===== src/rtl/cam_pkg.sv =====
// cam_pkg: shared definitions for the CAM subarray command sequencer.
//   - field widths for the command/response bus and subarray pins
//   - opcode encodings
//   - sequencer FSM state encoding
//   - is_search_op(): decodes the search opcodes 010..110
package cam_pkg;

  localparam int TAG_W      = 16;
  localparam int DATA_W     = 16;
  localparam int CMP_ADDR_W = 10;
  localparam int PPG_ADDR_W = 4;
  localparam int OP_W       = 3;
  localparam int CNT_W      = 4;

  localparam logic [OP_W-1:0] OP_WR_DIRECT = 3'b000;
  localparam logic [OP_W-1:0] OP_WR_UPDATE = 3'b001;
  localparam logic [OP_W-1:0] OP_SRCH_CMP  = 3'b010;
  localparam logic [OP_W-1:0] OP_SRCH_PPG  = 3'b011;
  localparam logic [OP_W-1:0] OP_SRCH_CMP2 = 3'b100;
  localparam logic [OP_W-1:0] OP_SRCH_PPG2 = 3'b101;
  localparam logic [OP_W-1:0] OP_SRCH_MIX  = 3'b110;
  localparam logic [OP_W-1:0] OP_ILLEGAL   = 3'b111;

  typedef enum logic [2:0] {
    ST_IDLE   = 3'd0,
    ST_WRITE  = 3'd1,
    ST_WDONE  = 3'd2,
    ST_SEARCH = 3'd3,
    ST_RESP   = 3'd4
  } state_t;

  function automatic logic is_search_op(input logic [OP_W-1:0] op);
    return (op >= OP_SRCH_CMP) && (op <= OP_SRCH_MIX);
  endfunction

endpackage


===== src/rtl/cam_subarray_seq_if.sv =====
// cam_subarray_seq_if: command and response channels between the CAM
// dispatcher (master) and one subarray sequencer (slave).
//   cmd_*  : valid/ready command channel, master -> slave
//   rsp_*  : valid/ready response channel, slave -> master
interface cam_subarray_seq_if;
  import cam_pkg::*;

  logic                  cmd_valid;
  logic                  cmd_ready;
  logic [OP_W-1:0]       cmd_op;
  logic                  cmd_addr_sel;
  logic [CMP_ADDR_W-1:0] cmd_cmp_addr;
  logic [PPG_ADDR_W-1:0] cmd_ppg_addr;
  logic [1:0]            cmd_cmp_data;
  logic [1:0]            cmd_ppg_data;
  logic [DATA_W-1:0]     cmd_data;
  logic [TAG_W-1:0]      cmd_tag;

  logic                  rsp_valid;
  logic                  rsp_ready;
  logic [TAG_W-1:0]      rsp_tag;
  logic                  rsp_err;

  modport master (
    output cmd_valid, cmd_op, cmd_addr_sel, cmd_cmp_addr, cmd_ppg_addr,
           cmd_cmp_data, cmd_ppg_data, cmd_data, cmd_tag, rsp_ready,
    input  cmd_ready, rsp_valid, rsp_tag, rsp_err
  );

  modport slave (
    input  cmd_valid, cmd_op, cmd_addr_sel, cmd_cmp_addr, cmd_ppg_addr,
           cmd_cmp_data, cmd_ppg_data, cmd_data, cmd_tag, rsp_ready,
    output cmd_ready, rsp_valid, rsp_tag, rsp_err
  );

endinterface


===== src/rtl/cam_subarray_seq.sv =====
// cam_subarray_seq: command-side initiator for one CAM subarray.
// Accepts one write/search command at a time, drives the subarray pins,
// paces the write (write_done pulse) or waits out search latency and
// captures tag_out, then returns one response.
//
// Ports:
//   CLK, rst          : clock, synchronous active-low reset
//   bus (slave)       : cmd_* command channel, rsp_* response channel
//   sa_*              : subarray control pins (registered command fields,
//                       chip_enable/write_done/update decoded from state)
//   sa_tag_out        : subarray match vector, sampled SEARCH_LAT cycles
//                       after the search op is driven
//   perf_search_cnt,
//   perf_hit_cnt      : saturating search/hit counters, present only when
//                       CAM_SEQ_PERF_CNT_EN is defined
//
// Latency accept -> rsp_valid: WRITE_CYCLES+2 (write), SEARCH_LAT+1
// (search), 1 (illegal opcode).
module cam_subarray_seq
  import cam_pkg::*;
#(
  parameter int WRITE_CYCLES = 2,
  parameter int SEARCH_LAT   = 2
) (
  input  logic                  CLK,
  input  logic                  rst,
  cam_subarray_seq_if.slave     bus,
  output logic                  sa_chip_enable,
  output logic [OP_W-1:0]       sa_operation_mode,
  output logic                  sa_addr_select,
  output logic                  sa_update_signal,
  output logic                  sa_write_done,
  output logic [CMP_ADDR_W-1:0] sa_cmp_addr,
  output logic [PPG_ADDR_W-1:0] sa_ppg_addr,
  output logic [1:0]            sa_cmp_data,
  output logic [1:0]            sa_ppg_data,
  output logic [DATA_W-1:0]     sa_data_in,
  output logic [TAG_W-1:0]      sa_tag_in,
  input  logic [TAG_W-1:0]      sa_tag_out
`ifdef CAM_SEQ_PERF_CNT_EN
  ,
  output logic [15:0]           perf_search_cnt,
  output logic [15:0]           perf_hit_cnt
`endif
);

  generate
    if (WRITE_CYCLES < 1 || WRITE_CYCLES > 15) begin : g_bad_write_cycles
      $error("cam_subarray_seq: WRITE_CYCLES must be in 1..15");
    end
    if (SEARCH_LAT < 1 || SEARCH_LAT > 15) begin : g_bad_search_lat
      $error("cam_subarray_seq: SEARCH_LAT must be in 1..15");
    end
  endgenerate

  // The counter starts at 0 in the first cycle of the phase, so the
  // phase ends when it reaches N-1.
  localparam logic [CNT_W-1:0] W_LAST = CNT_W'(WRITE_CYCLES - 1);
  localparam logic [CNT_W-1:0] S_LAST = CNT_W'(SEARCH_LAT - 1);

  state_t                r_state, w_state_nxt;
  logic [CNT_W-1:0]      r_cnt;
  logic [OP_W-1:0]       r_op;
  logic                  r_addr_sel;
  logic                  r_update;
  logic [CMP_ADDR_W-1:0] r_cmp_addr;
  logic [PPG_ADDR_W-1:0] r_ppg_addr;
  logic [1:0]            r_cmp_data;
  logic [1:0]            r_ppg_data;
  logic [DATA_W-1:0]     r_data;
  logic [TAG_W-1:0]      r_tag;
  logic [TAG_W-1:0]      r_rsp_tag;
  logic                  r_rsp_err;

  logic w_cmd_ready, w_rsp_valid, w_accept, w_rsp_hs, w_capture;
  logic w_ce, w_wdone, w_upd;

  assign w_accept  = bus.cmd_valid & w_cmd_ready;
  assign w_rsp_hs  = w_rsp_valid & bus.rsp_ready;
  assign w_capture = (r_state == ST_SEARCH) && (r_cnt == S_LAST);

  // State register
  always_ff @(posedge CLK) begin
    if (!rst) r_state <= ST_IDLE;
    else      r_state <= w_state_nxt;
  end

  // Next state
  always_comb begin
    w_state_nxt = r_state;
    case (r_state)
      ST_IDLE: begin
        if (w_accept) begin
          if (bus.cmd_op == OP_ILLEGAL)          w_state_nxt = ST_RESP;
          else if (is_search_op(bus.cmd_op))     w_state_nxt = ST_SEARCH;
          else                                   w_state_nxt = ST_WRITE;
        end
      end
      ST_WRITE:  if (r_cnt == W_LAST) w_state_nxt = ST_WDONE;
      ST_WDONE:  w_state_nxt = ST_RESP;
      ST_SEARCH: if (w_capture) w_state_nxt = ST_RESP;
      ST_RESP:   if (w_rsp_hs) w_state_nxt = ST_IDLE;
      default:   w_state_nxt = ST_IDLE;
    endcase
  end

  // State-decoded outputs. Enable/update/write_done come straight from
  // state so a reset mid-op drops them the cycle after rst is sampled.
  always_comb begin
    w_cmd_ready = (r_state == ST_IDLE);
    w_rsp_valid = (r_state == ST_RESP);
    w_ce        = (r_state == ST_WRITE) || (r_state == ST_WDONE) ||
                  (r_state == ST_SEARCH);
    w_wdone     = (r_state == ST_WDONE);
    w_upd       = r_update && ((r_state == ST_WRITE) || (r_state == ST_WDONE));
  end

  // Command field registers, phase counter and response capture
  always_ff @(posedge CLK) begin
    if (!rst) begin
      r_cnt      <= '0;
      r_op       <= '0;
      r_addr_sel <= 1'b0;
      r_update   <= 1'b0;
      r_cmp_addr <= '0;
      r_ppg_addr <= '0;
      r_cmp_data <= '0;
      r_ppg_data <= '0;
      r_data     <= '0;
      r_tag      <= '0;
      r_rsp_tag  <= '0;
      r_rsp_err  <= 1'b0;
    end else begin
      if (w_accept) begin
        r_cnt     <= '0;
        r_rsp_tag <= '0;
        r_rsp_err <= (bus.cmd_op == OP_ILLEGAL);
        // An illegal op leaves the subarray pins exactly as they were.
        if (bus.cmd_op != OP_ILLEGAL) begin
          r_op       <= bus.cmd_op;
          r_addr_sel <= bus.cmd_addr_sel;
          r_update   <= (bus.cmd_op == OP_WR_UPDATE);
          r_cmp_addr <= bus.cmd_cmp_addr;
          r_ppg_addr <= bus.cmd_ppg_addr;
          r_cmp_data <= bus.cmd_cmp_data;
          r_ppg_data <= bus.cmd_ppg_data;
          r_data     <= bus.cmd_data;
          r_tag      <= bus.cmd_tag;
        end
      end else if ((r_state == ST_WRITE) || (r_state == ST_SEARCH)) begin
        if (r_cnt != {CNT_W{1'b1}}) r_cnt <= r_cnt + 1'b1;
      end
      if (w_capture) r_rsp_tag <= sa_tag_out;
    end
  end

`ifdef CAM_SEQ_PERF_CNT_EN
  logic [15:0] r_perf_search, r_perf_hit;

  always_ff @(posedge CLK) begin
    if (!rst) begin
      r_perf_search <= '0;
      r_perf_hit    <= '0;
    end else if (w_capture) begin
      if (r_perf_search != 16'hFFFF) r_perf_search <= r_perf_search + 16'd1;
      if ((sa_tag_out != '0) && (r_perf_hit != 16'hFFFF))
        r_perf_hit <= r_perf_hit + 16'd1;
    end
  end

  assign perf_search_cnt = r_perf_search;
  assign perf_hit_cnt    = r_perf_hit;
`endif

  assign bus.cmd_ready     = w_cmd_ready;
  assign bus.rsp_valid     = w_rsp_valid;
  assign bus.rsp_tag       = r_rsp_tag;
  assign bus.rsp_err       = r_rsp_err;

  assign sa_chip_enable    = w_ce;
  assign sa_write_done     = w_wdone;
  assign sa_update_signal  = w_upd;
  assign sa_operation_mode = r_op;
  assign sa_addr_select    = r_addr_sel;
  assign sa_cmp_addr       = r_cmp_addr;
  assign sa_ppg_addr       = r_ppg_addr;
  assign sa_cmp_data       = r_cmp_data;
  assign sa_ppg_data       = r_ppg_data;
  assign sa_data_in        = r_data;
  assign sa_tag_in         = r_tag;

endmodule


===== src/flat_wrapper.sv =====
// flat-port wrapper written by rule: the top's interface ports become plain ports
module cam_subarray_seq_flat import cam_pkg::*;
#(
  parameter int WRITE_CYCLES = 2,
  parameter int SEARCH_LAT   = 2
)
  (CLK, rst, sa_chip_enable, sa_operation_mode, sa_addr_select, sa_update_signal, sa_write_done, sa_cmp_addr, sa_ppg_addr, sa_cmp_data, sa_ppg_data, sa_data_in, sa_tag_in, sa_tag_out, bus_cmd_valid, bus_cmd_op, bus_cmd_addr_sel, bus_cmd_cmp_addr, bus_cmd_ppg_addr, bus_cmd_cmp_data, bus_cmd_ppg_data, bus_cmd_data, bus_cmd_tag, bus_rsp_ready, bus_cmd_ready, bus_rsp_valid, bus_rsp_tag, bus_rsp_err);
  cam_subarray_seq_if bus_i ();
  input  logic CLK;
  input  logic rst;
  output logic sa_chip_enable;
  output logic [OP_W-1:0] sa_operation_mode;
  output logic sa_addr_select;
  output logic sa_update_signal;
  output logic sa_write_done;
  output logic [CMP_ADDR_W-1:0] sa_cmp_addr;
  output logic [PPG_ADDR_W-1:0] sa_ppg_addr;
  output logic [1:0] sa_cmp_data;
  output logic [1:0] sa_ppg_data;
  output logic [DATA_W-1:0] sa_data_in;
  output logic [TAG_W-1:0] sa_tag_in;
  input  logic [TAG_W-1:0] sa_tag_out;
  input wire logic [$bits(bus_i.cmd_valid)-1:0] bus_cmd_valid;
  input wire logic [$bits(bus_i.cmd_op)-1:0] bus_cmd_op;
  input wire logic [$bits(bus_i.cmd_addr_sel)-1:0] bus_cmd_addr_sel;
  input wire logic [$bits(bus_i.cmd_cmp_addr)-1:0] bus_cmd_cmp_addr;
  input wire logic [$bits(bus_i.cmd_ppg_addr)-1:0] bus_cmd_ppg_addr;
  input wire logic [$bits(bus_i.cmd_cmp_data)-1:0] bus_cmd_cmp_data;
  input wire logic [$bits(bus_i.cmd_ppg_data)-1:0] bus_cmd_ppg_data;
  input wire logic [$bits(bus_i.cmd_data)-1:0] bus_cmd_data;
  input wire logic [$bits(bus_i.cmd_tag)-1:0] bus_cmd_tag;
  input wire logic [$bits(bus_i.rsp_ready)-1:0] bus_rsp_ready;
  output wire logic [$bits(bus_i.cmd_ready)-1:0] bus_cmd_ready;
  output wire logic [$bits(bus_i.rsp_valid)-1:0] bus_rsp_valid;
  output wire logic [$bits(bus_i.rsp_tag)-1:0] bus_rsp_tag;
  output wire logic [$bits(bus_i.rsp_err)-1:0] bus_rsp_err;
  assign bus_i.cmd_valid = bus_cmd_valid;
  assign bus_i.cmd_op = bus_cmd_op;
  assign bus_i.cmd_addr_sel = bus_cmd_addr_sel;
  assign bus_i.cmd_cmp_addr = bus_cmd_cmp_addr;
  assign bus_i.cmd_ppg_addr = bus_cmd_ppg_addr;
  assign bus_i.cmd_cmp_data = bus_cmd_cmp_data;
  assign bus_i.cmd_ppg_data = bus_cmd_ppg_data;
  assign bus_i.cmd_data = bus_cmd_data;
  assign bus_i.cmd_tag = bus_cmd_tag;
  assign bus_i.rsp_ready = bus_rsp_ready;
  assign bus_cmd_ready = bus_i.cmd_ready;
  assign bus_rsp_valid = bus_i.rsp_valid;
  assign bus_rsp_tag = bus_i.rsp_tag;
  assign bus_rsp_err = bus_i.rsp_err;
  cam_subarray_seq #(.WRITE_CYCLES(WRITE_CYCLES), .SEARCH_LAT(SEARCH_LAT)) u_core (.CLK(CLK), .rst(rst), .bus(bus_i), .sa_chip_enable(sa_chip_enable), .sa_operation_mode(sa_operation_mode), .sa_addr_select(sa_addr_select), .sa_update_signal(sa_update_signal), .sa_write_done(sa_write_done), .sa_cmp_addr(sa_cmp_addr), .sa_ppg_addr(sa_ppg_addr), .sa_cmp_data(sa_cmp_data), .sa_ppg_data(sa_ppg_data), .sa_data_in(sa_data_in), .sa_tag_in(sa_tag_in), .sa_tag_out(sa_tag_out));
endmodule

===== config.mk =====
export PLATFORM = sky130hd
export DESIGN_NAME = cam_subarray_seq_flat
export DESIGN_NICKNAME = d
export VERILOG_FILES = /design/src/rtl/cam_pkg.sv /design/src/rtl/cam_subarray_seq_if.sv /design/src/rtl/cam_subarray_seq.sv /design/src/flat_wrapper.sv
export SDC_FILE = /design/constraint.sdc
export NUM_CORES = 1
export LEC_CHECK = 0
export CAP_MARGIN = 25
export CORE_UTILIZATION = 40
export CTS_BUF_LIST = sky130_fd_sc_hd__clkbuf_4 sky130_fd_sc_hd__clkbuf_8 sky130_fd_sc_hd__clkbuf_16
export DETAILED_ROUTE_END_ITERATION = 10
export PLACE_DENSITY = 0.83
export SYNTH_ARGS = -nofsm -noshare
export SYNTH_HDL_FRONTEND = slang
export SYNTH_SLANG_ARGS = --single-unit

===== constraint.sdc =====
create_clock -name CLK -period 5.1 [get_ports CLK]
set_clock_uncertainty 0.1 [all_clocks]
set_input_delay 1.53 -clock CLK [delete_from_list [all_inputs] [get_ports CLK]]
set_output_delay 1.53 -clock CLK [all_outputs]
set_load 0.005 [all_outputs]

# Yosys cells after proc, flatten, opt, wreduce, memory -nomap -nowiden
# Index checks and enable logic that the tools add are counted.
# op_classes
magnitude_cmp	2
n_mul	0
n_eq_ne	13
n_reduce_logical	12
n_bitwise	3
n_shift	0
muxes	9
n_div	0
n_addsub	1
# ops
cell	n
16-bit two-way mux	2
3-bit two-way mux	5
3-bit one-hot mux with 5 select lines	1
3-bit by 1-bit equality test with 1-bit output (second input constant)	2
3-bit by 2-bit equality test with 1-bit output (second input constant)	2
3-bit equality test (second input constant)	2
4-bit by 1-bit adder with 4-bit output (second input constant)	1
4-bit by 1-bit equality test with 1-bit output (second input constant)	1
2-bit by 1-bit != test with 1-bit output (second input constant)	2
2-bit != test (second input constant)	2
4-bit != test (second input constant)	1
2-bit AND reduction	2
4-bit AND reduction	1
3-bit by 2-bit greater-or-equal comparator with 1-bit output (second input constant)	1
3-bit less-or-equal comparator (second input constant)	1
1-bit logical AND	3
3-bit logical NOT	1
1-bit logical OR	3
3-bit != test (second input constant)	1
1-bit bitwise AND	2
2-bit two-way mux	1
2-bit nonzero test	1
2-bit OR reduction	1
1-bit NOT	1
# word_totals
mem_count	0
latchBits	0
ff_bits	79
romBits	0
mem_bits_rw	0
elab_cells	53

# Longest topological paths before layout
# depth
depth_word	6
mapped_depth	7
mapped_depth_nobuf	5

# Least setup slack after synthesis
# OpenSTA, ideal clock, no wires.
# synth_path
path_type	input to register
start	input port bus_cmd_valid
end	register u_core.r_op[1] (netlist: u_core.sa_operation_mode[1])
setup_time_ps	119
t_arrival_ps	2562
cell_stages	4
setup_slack_ps	2320
required_time_ps	4881
path_cell_list	or4b_4 buf_2 buf_2 o221a_2
# synth_via
elab_chain_cells	2
# synth_rtl
item	line_no	rtl
start, declared	flat_wrapper.sv:23	input wire logic [$bits(bus_i.cmd_valid)-1:0] bus_cmd_valid;
1-bit bitwise AND	cam_subarray_seq.sv:78	assign w_accept = bus.cmd_valid & w_cmd_ready;
2-bit AND reduction (no line)	n/a	
end signal, assigned	cam_subarray_seq.sv:140	r_op <= bus.cmd_op;
end, declared	cam_subarray_seq.sv:63	logic [OP_W-1:0] r_op;
# Every way passes these cells.
# A chain may end at the register's enable or synchronous reset.

# Worst setup path after layout
# layout_path
start	register u_core.r_state[0]
end	output port sa_update_signal
# layout_via
elab_chain_cells	3
word_cells_on_any_way	4
# layout_rtl
item	line_no	rtl
start, declared	cam_subarray_seq.sv:61	state_t r_state, w_state_nxt;
start signal, assigned	cam_subarray_seq.sv:85	else r_state <= w_state_nxt;
3-bit by 1-bit equality test with 1-bit output / 3-bit by 2-bit equality test with 1-bit output (equally long branches)	cam_subarray_seq.sv:115	w_upd = r_update && ((r_state == ST_WRITE) || (r_state == ST_WDONE));
1-bit logical OR *	cam_subarray_seq.sv:115	
1-bit logical AND *	cam_subarray_seq.sv:115	
end, declared	flat_wrapper.sv:14	output logic sa_update_signal;
# Mark *: on every way between the ends. The rest lies on a longest branch, timed or not.

==> reports/results.ini <==
[run_status]
status=finished clean

[drt]
drtPass1Iterations=4
dr_total_vias=3318
wl_um=9376
drc=0
drt_iter0_drc=153
routed_via_density=5.352
wl_per_cell_um=15.12
drtAntennaViolNets=0

[setup_path]
startpoint_type=register
cpMaxStageDelayCell=dfxtp_1
max_stage_delay_ps=590
critical_path_class=reg2out
crit_chain=xnor2_1 -> nor3b_1 -> clkdlybuf4s50_1
required_ps=3470
end_kind=output port
worst-path-stages=3
crit_arrival_ps=1880
crit_family=flip-flops
crit_buf_inv=1
r2r_cells=3
path_max_fanout=12

[cells_and_area]
syn_to_final_growth_pct=52.39
multiInputGateArea_um2=1640
layout-drive-gt1-share_pct=5.825
fin_nets=586
seqCellArea_um2=1582
num_antenna_cells=0
fillers=726

[floorplanning]
die_w_um=94.28
dieArea_um2=8888
pin_count=150
core-area_um2=8217
die_h_um=94.28
placementRows=33
start_util_pct=41.45

[yosys]
yosysWarnings=0
mappedNetlistNets=462
synth_seq_area_share_pct=46.44
netlist_instances=386
ys_seq_elements=79
synth_cell_types=39
syn_area_um2=3406
syn_area_per_cell_um2=8.823

[clock_network]
clockBufferDepth=2
postCtsHoldBufs=0
cts_setup_buffers=0
cts_max_level=3
cts_resized=0
cts_buffers=9
cts_root_buf=clkbuf_8
clk_pin_slew_ps=80
cts_tree=built
cts_sinks=79
insertion_delay_ps=340

[timing]
fmax_ghz=0.2852
drv_slew=0
period_needed_ps=3506
tns_ps=0
slew_headroom_pct=54.30
fin_crit_sh_pct=68.75
hold_viol=0
setup_ws_ps=1594
worstMarginPinSlew_ps=685.5
rsz0062_at_grt=false
setup_viol=0

[grt]
antenna_found_initial=0
grt_overflow=0
grt_pass1_wl_um=14520
grt_pass1_vias=3055
grt.total_usage_pct=20.70
grt_start_max_net_pins=78

[power_and_ir_drop]
worst_ir_drop_vdd_mv=0.1911
p_per_area_nw_per_um2=425.6
leakage_nw=1.757

[worst_hold_path]
hold_class=reg2reg
min_path_cells=2

[placed_design]
post-place-ws_ps=1290
place_congestion=0.7140
port_buffers=149
hpwl_um=6215

[run]
cap_violations=0

-- synthesized netlist by cell type --
cell,n,area (µm²)
o41ai_1,1,8.760
or3b_2,1,8.760
o21ai_0,56,280.3
nand4_1,1,6.260
nor4b_4,1,23.77
inv_1,4,15.01
nor4_1,1,6.260
or4b_1,1,10.01
buf_6,1,11.26
o22ai_1,1,6.260
o211ai_1,17,127.6
nor2b_1,1,6.260
ha_1,2,25.02
buf_2,7,35.03
nor3b_1,2,15.01
and2_1,1,6.260
o21a_1,1,7.510
nor3b_2,1,12.51
or3_1,4,25.02
nor3_1,1,5.000
or4b_4,1,13.76
xnor2_1,1,8.760
a21boi_1,13,97.59
a21oi_1,5,25.02
nor2_1,4,15.01
o221ai_1,1,8.760
or4_1,1,7.510
nand3_1,69,345.3
a21boi_0,57,427.9
and3_1,3,18.77
and3b_1,1,8.760
o221a_2,2,22.52
nand2b_1,2,12.51
clkbuf_1,34,127.6
nand2_1,5,18.77
dfxtp_1,79,1582
mux2i_1,1,10.01
nand3b_1,1,7.510
a31oi_1,1,6.260
-- worst reg2reg max path: cells and delay by family (launching register included) --
kind / cells / cell delay, ps
compound gates: 1 / 150
flops: 1 / 470
simple gates: 2 / 1530
-- report_power, final --
| group | total (W) | switching (W) | internal [W] |
|---|---|---|---|
| clock | 0.000616 | 0.000221 | 0.000395 |
| sequential | 0.000818 | 0.0000898 | 0.000728 |
| combinational | 0.000775 | 0.000376 | 0.000399 |
| total | 0.00221 | 0.000687 | 0.00152 |
-- kinds of logic (layout without fill, tap and decap cells) --
kind of cell / count (synthesis) / in the layout / synth area share [%]
flops: 79 / 79 / 46.44
fa+ha+maj: 2 / 2 / 0.7346
compound gates: 155 / 155 / 29.90
xor+xnor: 1 / 1 / 0.2572
mux: 1 / 1 / 0.2939
buf+inv: 46 / 175 / 5.547
simple gates: 102 / 102 / 16.83
-- layer usage --
layer	track usage, %	share of wire (%)	up-vias
li1	-	-	1653
met1	27.23	45	1544
met2	32.85	46	110
met3	5.259	7.9	11
met4	6.667	1.1	0
met5	0	0	-
-- sequential cells by signal, indices dropped and copies added (netlist names) --
signal / cells
u_core.r_cnt: 4
u_core.sa_ppg_addr: 4
u_core.sa_data_in: 16
u_core.sa_addr_select: 1
u_core.sa_tag_in: 16
u_core.sa_cmp_addr: 10
u_core.bus.rsp_err: 1
u_core.bus.rsp_tag: 16
u_core.r_state: 3
u_core.sa_ppg_data: 2
u_core.sa_operation_mode: 3
u_core.sa_cmp_data: 2
u_core.r_update: 1
-- path summary, 6_finish.rpt --
check	start	slack, ps	endpoint
worst min-delay path	u_core.r_update	380	u_core.r_update
worst min register to register	u_core.r_update	380	u_core.r_update
worst max register to register	u_core.r_state[2]	2780	u_core.r_update
worst max-delay path	u_core.r_state[0]	1590	sa_update_signal
-- cell usage in the layout (no fill, tap or decap), types with 2 or more instances in the layout --
master and count:
a21boi_0 57, a21boi_1 13, a21oi_1 5, and3_1 3
buf_4 4, bufinv_16 4, clkbuf_8 10, clkdlybuf4s50_1 148
dfxtp_1 79, ha_1 2, inv_1 4, nand2_1 5
nand2b_1 2, nand3_1 68, nor2_1 4, nor3b_1 2
o211ai_1 17, o21ai_0 56, o221a_2 2, or3_1 4
-- per-stage QoR --
step / hold slack, ps / cell area, µm² / util, % / cells / power [W]
4_1_cts: 385.6 / 5170 / 62.92 / 619 / 0.002227
5_1_grt: 396.0 / 5190 / 63.16 / 620 / 0.002345
3_3_place_gp: 362.7 / 4885 / 59.45 / 602 / 0.001585
6_report: 378.7 / 5190 / 63.16 / 620 / 0.002209
2_1_floorplan: 343.0 / 3406 / - / 386 / 0.001238
3_5_place_dp: 372.7 / 4896 / 59.59 / 603 / 0.001612
-- cell type report --
cell class                      instances  share of cell area, %
Clock buffer                           11                  2.797
Sequential cell                        79                  30.47
Timing Repair Buffer                  155                  29.82
Clock inverter                          5                  2.483
Tap cell                              105                  2.531
Inverter                                4                 0.2893
Multi-Input combinational cell        261                  31.61
(Power assumes the default switching activity.)
